### src/rtl/fsk_mod_tx.sv
// 2FSK modulator: bytes in over valid/ready, shifted out MSB first, each bit steering
// a phase-continuous DDS whose sine samples leave as 11-bit offset binary.
module fsk_mod_tx #(
  parameter int                 PHASE_W  = 24,
  parameter int                 BAUD_DIV = 16,
  parameter logic [PHASE_W-1:0] FTW0     = 24'h100000,
  parameter logic [PHASE_W-1:0] FTW1     = 24'h200000
) (
  input  logic        clk,
  input  logic        rst_n,
  input  logic [7:0]  data_in,
  input  logic        data_valid,
  output logic        data_ready,
  output logic [10:0] fsk_out,
  output logic        tx_bit,
  output logic        bit_strobe,
  output logic        busy
);

  localparam int BW = $clog2(BAUD_DIV);
  localparam logic [BW-1:0] BAUD_LAST = BW'(BAUD_DIV - 1);

  typedef enum logic {IDLE = 1'b0, SEND = 1'b1} state_t;

  state_t             state, state_nxt;
  logic [PHASE_W-1:0] phase_acc, phase_nxt;
  logic [7:0]         shreg, shreg_nxt;
  logic [2:0]         bit_cnt, bit_cnt_nxt;
  logic [BW-1:0]      baud_cnt, baud_cnt_nxt;
  logic [10:0]        fsk_nxt;
  logic               byte_end, accept;

  // Quarter-wave ROM of round(1023*sin(2*pi*k/256)), k = 0..64, unfolded by symmetry.
  function automatic logic [10:0] sine_lut(input logic [7:0] k);
    logic [6:0] idx;
    logic [9:0] q;
    idx = k[6] ? (7'd64 - {1'b0, k[5:0]}) : {1'b0, k[5:0]};
    q   = 10'd0;
    case (idx)
      7'd0:  q = 10'd0;    7'd1:  q = 10'd25;   7'd2:  q = 10'd50;   7'd3:  q = 10'd75;
      7'd4:  q = 10'd100;  7'd5:  q = 10'd125;  7'd6:  q = 10'd150;  7'd7:  q = 10'd175;
      7'd8:  q = 10'd200;  7'd9:  q = 10'd224;  7'd10: q = 10'd249;  7'd11: q = 10'd273;
      7'd12: q = 10'd297;  7'd13: q = 10'd321;  7'd14: q = 10'd345;  7'd15: q = 10'd368;
      7'd16: q = 10'd391;  7'd17: q = 10'd415;  7'd18: q = 10'd437;  7'd19: q = 10'd460;
      7'd20: q = 10'd482;  7'd21: q = 10'd504;  7'd22: q = 10'd526;  7'd23: q = 10'd547;
      7'd24: q = 10'd568;  7'd25: q = 10'd589;  7'd26: q = 10'd609;  7'd27: q = 10'd629;
      7'd28: q = 10'd649;  7'd29: q = 10'd668;  7'd30: q = 10'd687;  7'd31: q = 10'd705;
      7'd32: q = 10'd723;  7'd33: q = 10'd741;  7'd34: q = 10'd758;  7'd35: q = 10'd775;
      7'd36: q = 10'd791;  7'd37: q = 10'd806;  7'd38: q = 10'd822;  7'd39: q = 10'd836;
      7'd40: q = 10'd851;  7'd41: q = 10'd864;  7'd42: q = 10'd877;  7'd43: q = 10'd890;
      7'd44: q = 10'd902;  7'd45: q = 10'd914;  7'd46: q = 10'd925;  7'd47: q = 10'd935;
      7'd48: q = 10'd945;  7'd49: q = 10'd954;  7'd50: q = 10'd963;  7'd51: q = 10'd971;
      7'd52: q = 10'd979;  7'd53: q = 10'd986;  7'd54: q = 10'd992;  7'd55: q = 10'd998;
      7'd56: q = 10'd1003; 7'd57: q = 10'd1008; 7'd58: q = 10'd1012; 7'd59: q = 10'd1015;
      7'd60: q = 10'd1018; 7'd61: q = 10'd1020; 7'd62: q = 10'd1022; 7'd63: q = 10'd1023;
      7'd64: q = 10'd1023;
      default: q = 10'd0;
    endcase
    return k[7] ? (11'd1024 - {1'b0, q}) : (11'd1024 + {1'b0, q});
  endfunction

  always_comb begin
    byte_end   = (state == SEND) && (bit_cnt == 3'd7) && (baud_cnt == BAUD_LAST);
    // Ready is held low while reset is asserted even though state already reads IDLE.
    data_ready = rst_n && ((state == IDLE) || byte_end);
    accept     = data_valid && data_ready;
    busy       = (state == SEND);
    bit_strobe = busy && (baud_cnt == '0);
    tx_bit     = busy && shreg[7];
  end

  always_comb begin
    state_nxt    = state;
    phase_nxt    = phase_acc;
    shreg_nxt    = shreg;
    bit_cnt_nxt  = bit_cnt;
    baud_cnt_nxt = baud_cnt;
    fsk_nxt      = 11'd1024;
    case (state)
      IDLE: begin
        phase_nxt = '0;
        if (accept) begin
          state_nxt    = SEND;
          shreg_nxt    = data_in;
          bit_cnt_nxt  = 3'd0;
          baud_cnt_nxt = '0;
        end
      end
      SEND: begin
        phase_nxt = phase_acc + (shreg[7] ? FTW1 : FTW0);
        fsk_nxt   = sine_lut(phase_acc[PHASE_W-1 -: 8]);
        if (baud_cnt == BAUD_LAST) begin
          baud_cnt_nxt = '0;
          shreg_nxt    = shreg << 1;
          bit_cnt_nxt  = bit_cnt + 3'd1;
          if (byte_end) begin
            // A byte accepted here continues seamlessly; the phase carries over.
            if (accept) begin
              shreg_nxt   = data_in;
              bit_cnt_nxt = 3'd0;
            end else begin
              state_nxt = IDLE;
              phase_nxt = '0;
            end
          end
        end else begin
          baud_cnt_nxt = baud_cnt + BW'(1);
        end
      end
      default: state_nxt = IDLE;
    endcase
  end

  always_ff @(posedge clk or negedge rst_n) begin
    if (!rst_n) begin
      state     <= IDLE;
      phase_acc <= '0;
      shreg     <= 8'd0;
      bit_cnt   <= 3'd0;
      baud_cnt  <= '0;
      fsk_out   <= 11'd1024;
    end else begin
      state     <= state_nxt;
      phase_acc <= phase_nxt;
      shreg     <= shreg_nxt;
      bit_cnt   <= bit_cnt_nxt;
      baud_cnt  <= baud_cnt_nxt;
      fsk_out   <= fsk_nxt;
    end
  end

endmodule

### config.mk
export PLATFORM = sky130hd
export DESIGN_NAME = fsk_mod_tx
export DESIGN_NICKNAME = d
export VERILOG_FILES = /design/src/rtl/fsk_mod_tx.sv
export SDC_FILE = /design/constraint.sdc
export NUM_CORES = 1
export LEC_CHECK = 0
export CAP_MARGIN = 20
export CORE_MARGIN = 10
export CORE_UTILIZATION = 40
export CTS_CLUSTER_SIZE = 10
export DETAILED_ROUTE_END_ITERATION = 8
export GPL_TIMING_DRIVEN = 0
export HOLD_SLACK_MARGIN = 0.03
export MAX_ROUTING_LAYER = met4
export REMOVE_ABC_BUFFERS = 1
export SYNTH_ARGS = -nofsm -noshare
export SYNTH_HDL_FRONTEND = slang
export SYNTH_SLANG_ARGS = --single-unit
### constraint.sdc
create_clock -name clk -period 2.8 [get_ports clk]
set_input_delay 0.84 -clock clk [delete_from_list [all_inputs] [get_ports clk]]
set_output_delay 0.84 -clock clk [all_outputs]
set_load 0.02 [all_outputs]
== After elaboration in Yosys (flattened, before gate mapping) ==
Memory sizes are Yosys's and may differ from the RTL's.
Cells that the tools add are included.
Widths: inputs -> output; s select.
Storage, ports and cells
  flip-flop bits (word level): 51
  bits in read-only memories: 1280
  input port bits: 11
  logic and storage cells: 53
  memories kept: 1
Operators by class
  $add $sub $neg: 6
  equality and inequality tests: 4
  multiplexer cells: 26
  bitwise operators: 1
  reductions and logical operators: 9
Memories
  (name not given): words 128, bits a word 10, rd ports 1, clocked after Yosys merged registers in 0, wr ports 0, RTL line 39  | case (idx)
Operator list (number)
  $mux 24: 3
  $pmux 24 s2: 1
  $mux 8: 4
  $add 24x22->24: 1
  $mux 11: 2
  $mux 22: 1
  $pmux 8 s2: 1
  $mux 3: 4
  $add 11x10->11 const A: 1
  $sub 11x10->11 const A: 1
  $mux 10: 1
  $mux 4: 2
  $pmux 4 s2: 1
  $mux 7: 1
  $sub 7x6->7 const A: 1
  $logic_and 1x1->1: 6
  $pmux 3 s2: 1
  $add 4x1->4 const B: 1
  $eq 4x4->1 const B: 1
  $logic_not 4->1: 1
  $add 3x1->3 const B: 1
  $eq 3x3->1 const B: 1
  $mux 1: 3
  $ne 2x1->1 const B: 1
  other kinds (5): 5

== Longest topological paths before layout ==
Gate-level depths: netlist (run 1).
  word-level depth: 10
  gate-level depth with buffers: 12
  gate-level depth less buffers: 10

== Least setup slack after synthesis (run 1) ==
OpenSTA, ideal clock, no wires.
  kind: register to output
  from: reg state (netlist: busy)
  to: out bit_strobe
  arrival: 1.478 ns
  required time: 1.960 ns
  path slack: 0.482 ns
  stages on the path, launching flop included: 3
  buffers on the path: 0
  path through: dfrtp_1 > inv_2 > nor4b_1
On the way
  word-level cells in the longest chain between the ends: 1
RTL lines
  start, declared: RTL line 25  | state_t state, state_nxt;
  start signal, assigned: RTL line 123  | state <= state_nxt;
  $logic_and 1x1->1: RTL line 68  | bit_strobe = busy && (baud_cnt == '0);
  end, declared: RTL line 16  | output logic bit_strobe,
Every way passes these cells.

== Worst setup path after layout (run 1) ==
  from: reg phase_acc[20]
  to: reg fsk_out[4]
On the way
  word-level cells in the longest chain between the ends: 7
  elaborated cells on any way between the ends: 8
  those cells by class: add/sub: 3; mux: 4; memory: 1
RTL lines
  start, declared: RTL line 26  | logic [PHASE_W-1:0] phase_acc, phase_nxt;
  start signal, assigned: RTL line 124  | phase_acc <= phase_nxt;
  $sub 7x6->7: RTL line 37  | idx = k[6] ? (7'd64 - {1'b0, k[5:0]}) : {1'b0, k[5:0]};
  $mux 7 (*): RTL line 37
  $mem_v2 128x10 (*)
  $mux 10 (*): RTL line 79  | case (state)
  $add 11x10->11 / $sub 11x10->11 (equally long branches): RTL line 59  | return k[7] ? (11'd1024 - {1'b0, q}) : (11'd1024 + {1'b0, q});
  $mux 11 (*): RTL line 59
  $mux 11 (*): RTL line 79
  via fsk_nxt[4]: RTL line 30  | logic [10:0] fsk_nxt;
  end signal, assigned: RTL line 128  | fsk_out <= fsk_nxt;
  end, declared: RTL line 14  | output logic [10:0] fsk_out,
Mark *: on every way through the listed nets, which the timed path passes. The rest lies on a longest branch. The select of a mux whose other input is x is not followed.
A chain may end at the register's enable or synchronous reset.

==> results of run 1 <==
==> metrics by stage <==
stage	setup WS, ns	hold WS, ns
6_report	0.163	0.491
2_1_floorplan	0.255	0.457
5_1_grt	0.0148	0.518
3_3_place_gp	-1.27	0.469
4_1_cts	0.0742	0.504
3_5_place_dp	-0.335	0.500
==> placed cells by master (no fill, tap or decap), drive strengths merged, types with 2 or more instances in the layout <==
cell type / Yosys / layout
xnor2: 5 / 5
clkbuf: 3 / 7
o21ai: 17 / 17
ha: 8 / 8
and2: 2 / 2
a21oi: 15 / 15
dlygate4sd2: 0 / 2
inv: 13 / 13
clkdlybuf4s50: 0 / 22
nand2b: 4 / 4
nor2: 20 / 20
a22oi: 4 / 4
nand2: 14 / 14
nor2b: 3 / 3
dfrtp: 30 / 30
a31oi: 2 / 2
mux2i: 10 / 10
nand3b: 2 / 2
nand3: 7 / 7
xor2: 3 / 3
o22ai: 4 / 4
buf: 8 / 4
==> flip-flops by register name, indices dropped and copies added, names as in the netlist <==
signal / flops
fsk_out: 11
bit_cnt: 3
baud_cnt: 4
busy: 1
phase_acc: 4
shreg: 8
==> per-layer routing <==
metal  track usage [%]  up-vias  wire length [um]
li1                  -      714                 -
met1              11.8      684              1660
met2              16.7       38              1710
met3              4.31        9               298
met4              3.77        0                70
met5                 -        -                 0
==> how the worst min path moves through the flow <==
stage / start / end / slack, ns / depth (start not counted)
floorplan: bit_cnt[0]$_DFFE_PN0P_ / bit_cnt[0]$_DFFE_PN0P_ / 0.46 / 1
global placement: bit_cnt[0]$_DFFE_PN0P_ / bit_cnt[0]$_DFFE_PN0P_ / 0.47 / 1
detailed placement: bit_cnt[0]$_DFFE_PN0P_ / bit_cnt[0]$_DFFE_PN0P_ / 0.50 / 1
CTS: rst_n / baud_cnt[0]$_DFFE_PN0P_ / 0.50 / 1
global route: rst_n / baud_cnt[0]$_DFFE_PN0P_ / 0.52 / 1
finish: rst_n / baud_cnt[0]$_DFFE_PN0P_ / 0.49 / 1
==> power groups by stage <==
| stage | sequential (W) | combinational (W) | clock [W] |
|---|---|---|---|
| floorplan | 0.000805 | 0.000718 | 0 |
| global placement | 0.000729 | 0.00112 | 0 |
| detailed placement | 0.000735 | 0.00116 | 0 |
| CTS | 0.000729 | 0.00116 | 0.000343 |
| global route | 0.000758 | 0.00130 | 0.000367 |
| finish | 0.000735 | 0.00118 | 0.000332 |
==> worst max-delay path, delay by kind of cell (launching register included) <==
| family | cells | cell delay [ns] |
|---|---|---|
| DFF | 1 | 0.58 |
| and+or+nand+nor | 2 | 0.28 |
| adders and majority gates | 2 | 0.57 |
| AOI/OAI and AO/OA | 3 | 0.70 |
| buffers and inverters | 2 | 0.26 |
| xor gates and xnor gates | 1 | 0.15 |
==> logic make-up after synthesis <==
| group | after synthesis |
|---|---|
| fa+ha+maj | 9 |
| mux | 10 |
| simple gates | 58 |
| xor+xnor | 8 |
| compound gates | 52 |
| buf+inv | 24 |
| flops | 31 |
==> layout make-up <==
type	count	area (sq um)
multi-input combinational	137	925
sequential	31	782
tap	52	65.1
clock inverter	1	5.00
clock buffer	7	76.3
timing repair buffer	28	268
inverter	13	48.8
fill	408	2180
==> timing repair <==
item                       4_1_cts  5_1_grt
buffers inserted                 0        3
resized for setup                5        3
setup endpoints to repair        7        6
hold endpoints to repair         0        0
==> out/metrics.cfg, run 1 <==
[global_routing]
grt_pass1_vias=1443
gr-total-overflow=0
grt_max_degree=35
grt_pass1_wl_mm=6.41
antenna_found_initial=0
grtUsageTotal_pct=10.6

[clock_network]
clkLatencyLatePin_ns=0.28
cts_tree=done
cts.path.max_buffers=2
cts.hold.buffers_added=0
cts-root-buf=clkbuf_8
cts_made_buffers=5
ctsHtreeMaxLevel=2
clk_pin_slew_ns=0.07
cts_sinks=31

[final_layout]
area_growth_pct=20.2
design_area_sq_um=2170
layout.cells.non_filler=269
utilization_pct=49.8
diodes=0
nets=236
drive_gt1_share_pct=10.1

[power]
power.density_nw_per_um2=1030
power.internal_w=0.00131
vdd_ir_drop_max_mv=0.418
swShare_pct=41.6
clockPowerShare_pct=14.8
p_seq_share_pct=32.7
p_switching_w=0.000934
power_frac_comb_pct=52.5
p_leak_nw=0.890
fin_total_pwr_w=0.00224

[logic_synthesis]
synth_compound_area_share_pct=17.9
synthAdderAreaFrac_pct=6.65
synth_top_cell_area_share_pct=41.6
synth_warnings=0
ys_async_sr_fraction_pct=100
synth_most_common_cell=dfrtp_1
syn_inst=192
synth_commonest_cells=dfrtp_1, nor2_1, o21ai_0
synth_cell_types=44
synth.largest_area_cell=dfrtp_1
synth_area_sq_um=1810
synth.avg_cell_area_sq_um=9.40
synth_area_leaders=dfrtp_1, ha_1, mux2i_1
synth_edf_count=0
synth-simple-area-share_pct=16.2
ys_seq_area_share_pct=43.0
yosys-mux-area-fraction_pct=6.24
ys.flop_type=dfrtp_1
synth_xor_area_share_pct=3.88
synth-seq-cells=31
synth_top_family_by_area=compound AO/OA/AOI/OAI gates

[sta]
rsz0062_at_grt=false
max_freq_ghz=0.379
max_slew_margin_pct=60.8
skew_ns=0.00866
slew_violations=0
finalSetupViolCount=0
tightest_slew_ns=0.588
fin_setup_tns_ns=0
period_needed_ns=2.64
hold_viol=0
post-route-period-util_pct=94.2

[worst_setup_path]
worst-path-max-fanout=19
crit_chain=inv_1, ha_2, xor2_1, o21a_1, a21oi_1, ha_1, inv_1, a221o_1, nand3_1, nor3b_1
cp-endpoint=fsk_out[4]$_DFF_PN0_
worstSetupPathType=reg2reg
critPathMaxStageDelay_ns=0.58
worstReg2RegStart=phase_acc[20]$_DFF_PN0_
r2r_slack_ns=0.16
slowest_stage=dfrtp_4
critPathCaptureType=flop
required_ns=2.98
r2r_cells=10
crit_path_start=phase_acc[20]$_DFF_PN0_
rr_endpoint=fsk_out[4]$_DFF_PN0_
cp_common_cell=inv_1
arrival_ns=2.82
start_kind=flop

[drt]
vias_per_cell=5.37
routed_wl_mm=3.74
drtPass1Iterations=4
drt_iter0_drc=92
drc=0
vias=1445
final_antenna_net_count=0
avgRoutedWirePerCell_um=13.9

[floorplan]
ios=26
row_count=24
core_area_sq_um=4350
die_h_um=87.2
initial_core_util_pct=41.5
design.die.area_sq_um=7600
fp.dieW_um=87.2

[run_status]
status=completed

[placed_design]
hpwl_mm=2.68
io_buffers=25
gp_congestion=0.848
place_area_sq_um=2060
dp_cells=258

[flow_run]
drv_cap=0

[worst_hold_path]
hold_path_class=in2async

No activity file was read; power rests on OpenSTA's default activity.
==> inputs of run 2 (changes only) <==
--- a/config.mk
+++ b/config.mk
@@ -5,9 +5,9 @@
 export SDC_FILE = /design/constraint.sdc
 export NUM_CORES = 1
 export LEC_CHECK = 0
-export CAP_MARGIN = 20
 export CORE_MARGIN = 10
 export CORE_UTILIZATION = 40
+export CTS_CLUSTER_DIAMETER = 120
 export CTS_CLUSTER_SIZE = 10
 export DETAILED_ROUTE_END_ITERATION = 8
 export GPL_TIMING_DRIVEN = 0
==> results of run 2 <==
The final DEF is identical to that of run 1; final timing and power are the same.
==> inputs of run 3 (changes only) <==
--- a/config.mk
+++ b/config.mk
@@ -10,7 +10,7 @@
 export CTS_CLUSTER_DIAMETER = 120
 export CTS_CLUSTER_SIZE = 10
 export DETAILED_ROUTE_END_ITERATION = 8
-export GPL_TIMING_DRIVEN = 0
+export GPL_TIMING_DRIVEN = 1
 export HOLD_SLACK_MARGIN = 0.03
 export MAX_ROUTING_LAYER = met4
 export REMOVE_ABC_BUFFERS = 1
==> run 3 against run 2 <==
Effect of this change:
- via count rose by 0.55%
- sequential share of layout area decreased by 0.96 points
- combinational power increased by 5%
- first-iteration DRC count grew 47%
- routed wire length up 5.0%
- clock power rose by 16%
- worst setup slack got worse by 0.025 ns
- design area grew 2.1%
- utilization grew 1.0 points
- total power increased by 2.5%
- critical path depth fell by 7
- critical endpoint is now data_ready
==> out/metrics.cfg, run 3 (synthesis gave the netlist of run 1 again) <==
[power]
p_leak_nw=0.939  ; +5.4%
p_seq_share_pct=29.3  ; -3.4 points
fin_total_pwr_w=0.00230  ; +2.5%
power_frac_comb_pct=54.0  ; +1.5 points
clockPowerShare_pct=16.7  ; +1.9 points
vdd_ir_drop_max_mv=0.398  ; -4.7%
power.internal_w=0.00136  ; +4.2%
p_switching_w=0.000935  ; +0.15%
swShare_pct=40.7  ; -0.96 points
power.density_nw_per_um2=1040  ; +0.42%

[placed_design]
io_buffers=25  ; unchanged
hpwl_mm=2.85  ; +6.4%
gp_congestion=0.865  ; +2.0%
dp_cells=265  ; +2.7%

[floorplan]
design.die.area_sq_um=7600  ; unchanged
core_area_sq_um=4350  ; unchanged
ios=26  ; unchanged
row_count=24  ; unchanged
fp.dieW_um=87.2  ; unchanged
die_h_um=87.2  ; unchanged
initial_core_util_pct=41.5  ; unchanged

[worst_hold_path]
hold_path_class=reg2reg

[sta]
finalSetupViolCount=0  ; unchanged
post-route-period-util_pct=95.1  ; +0.88 points
max_freq_ghz=0.376  ; -0.92%
period_needed_ns=2.66  ; +0.0246 ns
skew_ns=0.00968  ; +0.00101 ns
max_slew_margin_pct=61.4  ; +0.64 points
rsz0062_at_grt=false
hold_viol=0  ; unchanged
slew_violations=0  ; unchanged
tightest_slew_ns=0.579  ; -0.00963 ns

[drt]
routed_wl_mm=3.93  ; +5.0%
drc=0  ; unchanged
vias_per_cell=5.32  ; -0.92%
final_antenna_net_count=0  ; unchanged
avgRoutedWirePerCell_um=14.4  ; +3.5%
drt_iter0_drc=135  ; +47%
vias=1453  ; +0.55%
drtPass1Iterations=4  ; unchanged

[final_layout]
top_register=fsk_out
layout.cells.non_filler=273  ; +1.5%
fill_cells=390  ; -4.4%
diodes=0  ; unchanged
mostFrequentLayoutCells=dfrtp_1, clkdlybuf4s50_1, nor2_1
multi_input_area_sq_um=920  ; -0.54%
final_common_cell=dfrtp_1
largest_register_ffs=11  ; unchanged
drive_gt1_share_pct=9.95  ; -0.18 points
area_growth_pct=22.7
register_area_sq_um=777  ; -0.64%
utilization_pct=50.9  ; +1.0 points
nets=240  ; +1.7%
top_regs=fsk_out: 11 flops, shreg: 8 flops

[global_routing]
gr-total-overflow=0  ; unchanged
grt_pass1_vias=1441  ; -0.14%
grt_max_degree=34  ; -2.9%
grtUsageTotal_pct=11.1  ; +0.52 points
grt_pass1_wl_mm=6.68  ; +4.2%
antenna_found_initial=0  ; unchanged

[clock_network]
clkLatencyLatePin_ns=0.29  ; about the same
clk_pin_slew_ns=0.06  ; about the same
cts_sinks=31  ; unchanged
cts_made_buffers=5  ; unchanged
ctsHtreeMaxLevel=2  ; unchanged
cts_tree=done
cts.path.max_buffers=2  ; unchanged
cts-root-buf=clkbuf_8
postCtsSetupRepairBufs=0  ; unchanged

[run_status]
status=completed

[worst_setup_path]
required_ns=1.96  ; -1.02 ns
worstSetupPathType=in2out
start_kind=input port
critPathMaxStageDelay_ns=0.49  ; -0.09 ns
crit_chain=clkdlybuf4s50_1, and2_1, dlygate4sd2_1
worst-path-max-fanout=2  ; -17
arrival_ns=1.82  ; -1.00 ns
critPathCaptureType=output pin
slowest_stage=clkdlybuf4s50_1

[flow_run]
drv_cap=0  ; unchanged

## run 3: cell count changes in the layout (fill, tap and decap cells not counted), moves of 2 or more
cell      previous run  this run
ha_1                 6         8
buf_4                4         7
clkbuf_8             5         7
dfrtp_1             28        30
ha_2                 2         0
## run 3: layout make-up
type                    instances  area share [%]
multi-input cells             137            41.5
inverters                      13            2.20
well taps                      52            2.94
repair buffers                 32            13.7
clock buffers                   8            4.52
flip-flops and latches         31            35.1
## run 3: repair_timing
action | CTS | global route
resized for setup | 1 | 1
endpoints found under the setup margin | 1 | 1
hold buffers | 0 | 0
pin swaps | 0 | 0
endpoints found under the hold margin | 0 | 0
## run 3: metal layers
metal	share of wire (%)	vias to the layer above	global-route usage, %
li1	-	717	-
met1	44	680	13.1
met2	47	47	16.7
met3	7.4	9	4.40
met4	1.2	0	4.06
met5	0	-	-
## run 3: metrics by stage
step,cell area (sq um),setup TNS (ns),worst slack (ns),hold WS [ns]
after floorplan,1750,0,0.255,0.457
after CTS,2210,0,0.0738,0.486
after global placement,2110,-0.156,-0.156,0.472
final,2210,0,0.138,0.485
after detailed placement,2110,-0.149,-0.149,0.477
after global routing,2210,0,0.0561,0.495
## run 3: path summary, 6_finish.rpt
check | depth (start not counted) | startpoint | slack (ns) | endpoint
max | 3 | rst_n | 0.14 | data_ready
min | 1 | bit_cnt[0]$_DFFE_PN0P_ | 0.48 | bit_cnt[0]$_DFFE_PN0P_
max reg2reg | 10 | phase_acc[20]$_DFF_PN0_ | 0.25 | fsk_out[4]$_DFF_PN0_
min reg2reg | 1 | bit_cnt[0]$_DFFE_PN0P_ | 0.48 | bit_cnt[0]$_DFFE_PN0P_
max in group asynchronous | 2 | rst_n | 1.47 | fsk_out[10]$_DFF_PN1_
min in group asynchronous | 2 | rst_n | 1.01 | baud_cnt[2]$_DFFE_PN0P_
## run 3: power by group through the flow
stage,logic (W),registers [W],clock network [W]
after detailed placement,0.00123,0.000683,0
after global placement,0.00120,0.000674,0
final,0.00124,0.000674,0.000384
after floorplan,0.000718,0.000805,0
after CTS,0.00124,0.000674,0.000392
after global routing,0.00138,0.000695,0.000413
## run 3: worst max-delay path: cells and delay by family
| family | cells | cell delay, ns |
|---|---|---|
| buffers and inverters | 2 | 0.83 |
| and+or+nand+nor | 1 | 0.15 |
